## src/rtl/bf_stage_sched.sv

```systemverilog
// rtl/bf_stage_sched.sv - per-stage NTT/INTT butterfly scheduler with write-back re-timing
//
// Purpose: runs one Gentleman-Sande stage. It issues N/2 coefficient pair
// reads and twiddle reads, one per cycle, raises bf_vld/bf_sel RD_LAT cycles
// later, and raises wr_en with the matching addresses RD_LAT+BF_LAT cycles
// after each read. done pulses one cycle after the last write-back.
//
// Parameters: LOGN (log2 N), RD_LAT (memory read latency), BF_LAT (butterfly latency)
// Ports:
//   clk, rst_n                 clock, synchronous active-low reset
//   start, stage, mode         stage request (stage/mode sampled with start)
//   busy, done, err            status: running, finished pulse, rejected-start pulse
//   rd_en, rd_addr_a/b         coefficient RAM pair read
//   tw_addr, tw_inv            twiddle ROM address and table select
//   bf_vld, bf_sel             butterfly operand valid and ntt/intt select
//   wr_en, wr_addr_a/b         write-back strobe and addresses
//   perf_cyc                   cycles from accepted start to done (BF_SCHED_PERF_EN only)
// Optional feature macro: BF_SCHED_PERF_EN

module bf_stage_sched #(
    parameter int LOGN   = 8,
    parameter int RD_LAT = 1,
    parameter int BF_LAT = 8
) (
    input  logic            clk,
    input  logic            rst_n,
    input  logic            start,
    input  logic [LOGN-1:0] stage,
    input  logic            mode,
    output logic            busy,
    output logic            done,
    output logic            err,
    output logic            rd_en,
    output logic [LOGN-1:0] rd_addr_a,
    output logic [LOGN-1:0] rd_addr_b,
    output logic [LOGN-2:0] tw_addr,
    output logic            tw_inv,
    output logic            bf_vld,
    output logic            bf_sel,
    output logic            wr_en,
    output logic [LOGN-1:0] wr_addr_a,
    output logic [LOGN-1:0] wr_addr_b
`ifdef BF_SCHED_PERF_EN
    ,
    output logic [31:0]     perf_cyc
`endif
);

    localparam int D  = RD_LAT + BF_LAT;
    localparam int W  = 2 * LOGN + 1;
    localparam int DW = $clog2(D + 1);

    localparam logic [LOGN-1:0] LOGN_V     = LOGN'(LOGN);
    localparam logic [LOGN-1:0] HALF0      = {1'b1, {(LOGN-1){1'b0}}};
    localparam logic [LOGN-2:0] K_LAST     = '1;
    localparam logic [LOGN-2:0] J_ONE      = (LOGN-1)'(1);
    localparam logic [DW-1:0]   DRAIN_LAST = DW'(D - 1);
    localparam logic [DW-1:0]   CNT_ONE    = DW'(1);

    typedef enum logic [1:0] {
        S_IDLE,
        S_ISSUE,
        S_DRAIN,
        S_DONE
    } state_t;

    state_t          state_q, state_d;
    logic [LOGN-1:0] stage_q, stage_d;
    logic            mode_q, mode_d;
    logic [LOGN-2:0] j_q, j_d;
    logic [LOGN-1:0] base_q, base_d;
    logic [LOGN-2:0] k_q, k_d;
    logic [DW-1:0]   cnt_q, cnt_d;
    logic            err_q, err_d;
    logic [W-1:0]    pipe_q [1:D];
    logic [W-1:0]    pipe_d [1:D];

    logic [LOGN-1:0] half;
    logic [LOGN-2:0] half_m1;
    logic            issuing;
    logic [LOGN-1:0] addr_a;
    logic [LOGN-1:0] addr_b;

    // half = N >> (s+1); j wraps at half-1, which for stage 0 is all ones.
    assign half    = HALF0 >> stage_q;
    assign half_m1 = half[LOGN-2:0] - J_ONE;
    assign issuing = (state_q == S_ISSUE);
    assign addr_a  = base_q + {1'b0, j_q};
    assign addr_b  = addr_a + half;

    always_comb begin
        state_d = state_q;
        stage_d = stage_q;
        mode_d  = mode_q;
        j_d     = j_q;
        base_d  = base_q;
        k_d     = k_q;
        cnt_d   = cnt_q;
        err_d   = 1'b0;

        // Tap k of the delay line holds what was issued k cycles ago.
        pipe_d[1] = {issuing, (issuing ? addr_a : '0), (issuing ? addr_b : '0)};
        for (int k = 2; k <= D; k++) begin
            pipe_d[k] = pipe_q[k-1];
        end

        case (state_q)
            S_IDLE: begin
                if (start) begin
                    if (stage < LOGN_V) begin
                        stage_d = stage;
                        mode_d  = mode;
                        j_d     = '0;
                        base_d  = '0;
                        k_d     = '0;
                        state_d = S_ISSUE;
                    end else begin
                        err_d = 1'b1;
                    end
                end
            end
            S_ISSUE: begin
                k_d = k_q + J_ONE;
                if (j_q == half_m1) begin
                    j_d    = '0;
                    base_d = base_q + (half << 1);
                end else begin
                    j_d = j_q + J_ONE;
                end
                if (k_q == K_LAST) begin
                    cnt_d   = '0;
                    state_d = S_DRAIN;
                end
            end
            S_DRAIN: begin
                // The last read reaches the write-back tap D cycles after issue.
                cnt_d = cnt_q + CNT_ONE;
                if (cnt_q == DRAIN_LAST) begin
                    state_d = S_DONE;
                end
            end
            S_DONE: begin
                state_d = S_IDLE;
            end
            default: begin
                state_d = S_IDLE;
            end
        endcase
    end

    always_ff @(posedge clk) begin
        if (!rst_n) begin
            state_q <= S_IDLE;
            stage_q <= '0;
            mode_q  <= 1'b0;
            j_q     <= '0;
            base_q  <= '0;
            k_q     <= '0;
            cnt_q   <= '0;
            err_q   <= 1'b0;
            for (int k = 1; k <= D; k++) begin
                pipe_q[k] <= '0;
            end
        end else begin
            state_q <= state_d;
            stage_q <= stage_d;
            mode_q  <= mode_d;
            j_q     <= j_d;
            base_q  <= base_d;
            k_q     <= k_d;
            cnt_q   <= cnt_d;
            err_q   <= err_d;
            for (int k = 1; k <= D; k++) begin
                pipe_q[k] <= pipe_d[k];
            end
        end
    end

    assign busy      = (state_q == S_ISSUE) || (state_q == S_DRAIN);
    assign done      = (state_q == S_DONE);
    assign err       = err_q;
    assign rd_en     = issuing;
    assign rd_addr_a = issuing ? addr_a : '0;
    assign rd_addr_b = issuing ? addr_b : '0;
    assign tw_addr   = issuing ? (j_q << stage_q) : '0;
    assign tw_inv    = mode_q;
    assign bf_vld    = pipe_q[RD_LAT][W-1];
    assign bf_sel    = bf_vld & mode_q;
    assign wr_en     = pipe_q[D][W-1];
    assign wr_addr_a = pipe_q[D][2*LOGN-1:LOGN];
    assign wr_addr_b = pipe_q[D][LOGN-1:0];

`ifdef BF_SCHED_PERF_EN
    logic [31:0] perf_q, perf_d;

    // Counts the start cycle as 1, then every cycle through the done cycle.
    always_comb begin
        perf_d = perf_q;
        if (state_q == S_IDLE) begin
            if (start && (stage < LOGN_V)) begin
                perf_d = 32'd1;
            end
        end else begin
            perf_d = perf_q + 32'd1;
        end
    end

    always_ff @(posedge clk) begin
        if (!rst_n) begin
            perf_q <= '0;
        end else begin
            perf_q <= perf_d;
        end
    end

    assign perf_cyc = perf_q;
`endif

endmodule

```

## config.mk

```make
export PLATFORM = sky130hd
export DESIGN_NAME = bf_stage_sched
export DESIGN_NICKNAME = d
export VERILOG_FILES = /design/src/rtl/bf_stage_sched.sv
export SDC_FILE = /design/constraint.sdc
export NUM_CORES = 1
export LEC_CHECK = 0
export ABC_AREA = 1
export BUFFER_PORTS_ARGS = -buffer_cell sky130_fd_sc_hd__buf_2
export CAP_MARGIN = 5
export CORE_MARGIN = 3
export CORE_UTILIZATION = 40
export CTS_BUF_LIST = sky130_fd_sc_hd__clkbuf_4
export DETAILED_ROUTE_END_ITERATION = 10
export HOLD_SLACK_MARGIN = 0.02
export PLACE_DENSITY = 0.56
export SYNTH_ARGS = -nofsm -noshare
export SYNTH_HDL_FRONTEND = slang
export SYNTH_SLANG_ARGS = --single-unit
```

## constraint.sdc

```tcl
create_clock -name clk -period 8.45 [get_ports clk]
set_clock_uncertainty 0.05 [all_clocks]
set_input_delay 1.2675 -clock clk [delete_from_list [all_inputs] [get_ports clk]]
set_output_delay 1.2675 -clock clk [all_outputs]
set_load 0.02 [all_outputs]
```

==> results.toml <==
[clock_tree]
cts_max_level = 4
clkTransAtPathRegs_ns = 0.19
cts-buffers-inserted = 17
cts_tree = "done"
cts_resized = 0
holdBufCountCts = 0
cts_root_buf = "clkbuf_4"
cts_setup_buffers = 0
cts.sinks = 190
clk_latency_ns = 0.57
clk_path_buf_depth = 2

[setup_path]
r2r_start = "stage_q[6]$_SDFFE_PN0P_"
end_kind = "output pin"
cp-startpoint = "stage_q[6]$_SDFFE_PN0P_"
path_max_fanout = 7
critPathRequiredTime_ns = 7.13
worstSetupStartpointType = "flip-flop"
r2r_cells = 23
cp_data_arrival_time_ns = 3.69
path_class = "reg -> out"
reg2reg_slack_ns = 5.01
reg2reg_to = "base_q[3]$_SDFFE_PN0P_"

[timing]
fin_setup_tns_ns = 0
slew_violations = 0
fin_crit_ns = 5.011
fin_hold_ws_ns = 0.3472
max_slew.worst_pin.slew_ns = 0.9482
period_share_pct = 59.30
fmax_mhz = 199.6
hold_viol = 0
setup_viol = 0
rsz0062_at_grt = "false"
relSlewSlack_pct = 36.79

[global_route]
gr-total-overflow = 0
grt_pass1_wl_microns = 22720
grt_usage_pct = 14.12
grt_pass1_vias = 4781
antenna_found_initial = 1
grt_max_degree = 103

[layout]
fin_cells = 1220
final_area_sq_mm = 0.008083
layout.nets = 1020
drive_gt1_share_pct = 11.41
syn_to_final_growth_pct = 9.343
layout_common_cells = "nand2_1, inv_1, dfxtp_1"
final_common_cell = "nand2_1"

[pwr]
p_per_area_mw_per_mm2 = 214.8
vdd_drop_max_v = 0.00007241
power_mw = 1.736
leakagePower_nw = 4.568

[synth]
synth_top_family_by_area = "simple AND/OR/NAND/NOR gates"
synthArstFlopShare_pct = 0
synth.top_cell.area_share_pct = 51.46
ys_dominant_reg_cell = "dfxtp_1"
syn_nets = 986
yosys_warnings = 0
synth-xor-area-share_pct = 1.422
yosys.area_share.adder_pct = 5.552
ys_ff_latch = 190
syn_area_sq_mm = 0.007392
avgSynthCellArea_sq_um = 7.839
synthCells = 943
synth-edff-count = 0
synth_compound_area_share_pct = 6.517
muxShareOfSynthArea_pct = 0
yosys.area_share.simple_pct = 21.21
yosysTopAreaCell = "dfxtp_1"
synth.area.top_cells = "dfxtp_1, nand2_1, inv_1"
yosysSeqAreaShare_pct = 51.46
ys_types = 41

[floorplan]
die_x_microns = 141.9
core_area_sq_mm = 0.01809
fp-row-count = 49
start_util_pct = 40.87
ios = 59
die_y_microns = 141.9
die_area_sq_mm = 0.02015

[routing]
routedWlPerCell_microns = 10.96
drc_errors = 0
vias = 5195
drtAntennaViolNets = 0
routed_wl_microns = 13370
drt_iter0_markers = 242
drt_first_pass_iters = 5
avgViaCountPerCell = 4.258

[status]
outcome = "completed"

[min_path]
whs_path_depth = 2
hold_path.startpoint = "pipe_q[0][52]$_SDFF_PN0_"
hold_path.class = "reg -> reg"
hold_end = "pipe_q[0][69]$_SDFF_PN0_"

[place]
dpl_cell_area_sq_mm = 0.007744
place_inst = 1187
dp_hpwl_microns = 9307
gp_congestion = 0.9166
port_buffers = 58

[run]
maxCapViolCount = 0
[worst max-delay path by stage]
| stage | end | slack [ns] |
|---|---|---|
| global route | rd_addr_b[6] | 2.97 |
| finish | rd_addr_b[6] | 3.44 |
| CTS | rd_addr_b[6] | 3.39 |
| detailed placement | rd_addr_b[6] | 4.10 |
| floorplan | rd_addr_b[6] | 4.48 |
| global placement | rd_addr_b[6] | 4.15 |
[critical path, stage by stage, from the launching register on]
cell and delay [ns]:
dfxtp_1 0.36, nor2_2 0.23, nand2_2 0.13, nor2_4 0.20
inv_1 0.12, nor2_1 0.09, inv_1 0.06, nor2_1 0.19
inv_1 0.15, fa_1 0.47, nor2_1 0.19, o21ai_0 0.11
nand2_1 0.09, nand2_1 0.05, inv_1 0.08, o21ai_0 0.10
a21boi_0 0.25, nor3_1 0.07, buf_2 0.18
[power breakdown]
group | internal [mW] | switching, mW | leakage, nW
Sequential | 0.921 | 0.0190 | 1.53
Clock | 0.150 | 0.364 | 0.173
Combinational | 0.0815 | 0.200 | 2.86
Total | 1.15 | 0.583 | 4.57
[per-stage QoR]
stage	utilization (%)	worst slack, ns
5_1_grt	44.69	2.970
3_3_place_gp	42.82	4.154
6_report	44.69	3.439
2_1_floorplan	-	4.484
4_1_cts	44.68	3.390
3_5_place_dp	42.82	4.102
[synthesized netlist by cell type (5+ instances only)]
| library cell | count |
|---|---|
| nor2_1 | 73 |
| dfxtp_1 | 190 |
| a21oi_1 | 41 |
| inv_1 | 205 |
| ha_1 | 28 |
| clkbuf_1 | 23 |
| nor4_1 | 5 |
| buf_4 | 16 |
| buf_2 | 5 |
| o22ai_1 | 9 |
| nor2_2 | 7 |
| nand2_1 | 221 |
| nor3_1 | 20 |
| xor2_1 | 7 |
| o21ai_0 | 21 |
| xnor2_1 | 5 |
| nand4_1 | 7 |
| nand3_1 | 25 |
[sequential cells by signal, summed over array words and instances (netlist names)]
signal   cells
base_q       7
cnt_q        4
err          1
j_q          7
k_q          7
pipe_q     153
stage_q      8
state_q      2
tw_inv       1
[kinds of logic (layout without fill, tap and decap cells)]
logic type / Yosys count / in the layout
and+or+nand+nor: 371 / 371
buffers and inverters: 252 / 299
DFF: 190 / 190
AOI/OAI and AO/OA: 86 / 86
adders and majority gates: 31 / 31
xor gates and xnor gates: 12 / 12
other: 1 / 2
[metal layers]
metal / GRT usage [%] / part of all wire [%] / vias to the layer above / wire [microns]
li1: - / - / 2880 / -
met1: 18.76 / 49 / 2212 / 6562
met2: 22.29 / 45 / 89 / 6012
met3: 3.763 / 4.5 / 14 / 605
met4: 5.051 / 1.4 / 0 / 189
met5: 0 / 0 / - / 0
[layout make-up]
| class | instances | area [sq um] |
|---|---|---|
| clock buffers | 17 | 127.6 |
| repair buffers | 60 | 307.8 |
| well taps | 229 | 286.5 |
| diodes | 1 | 2.502 |
| inverters | 207 | 777.0 |
| flip-flops and latches | 190 | 3804 |
| multi-input cells | 501 | 2569 |
| clock inverters | 15 | 209.0 |
| fillers | 1821 | 10000 |
(Power assumes the default switching activity.)
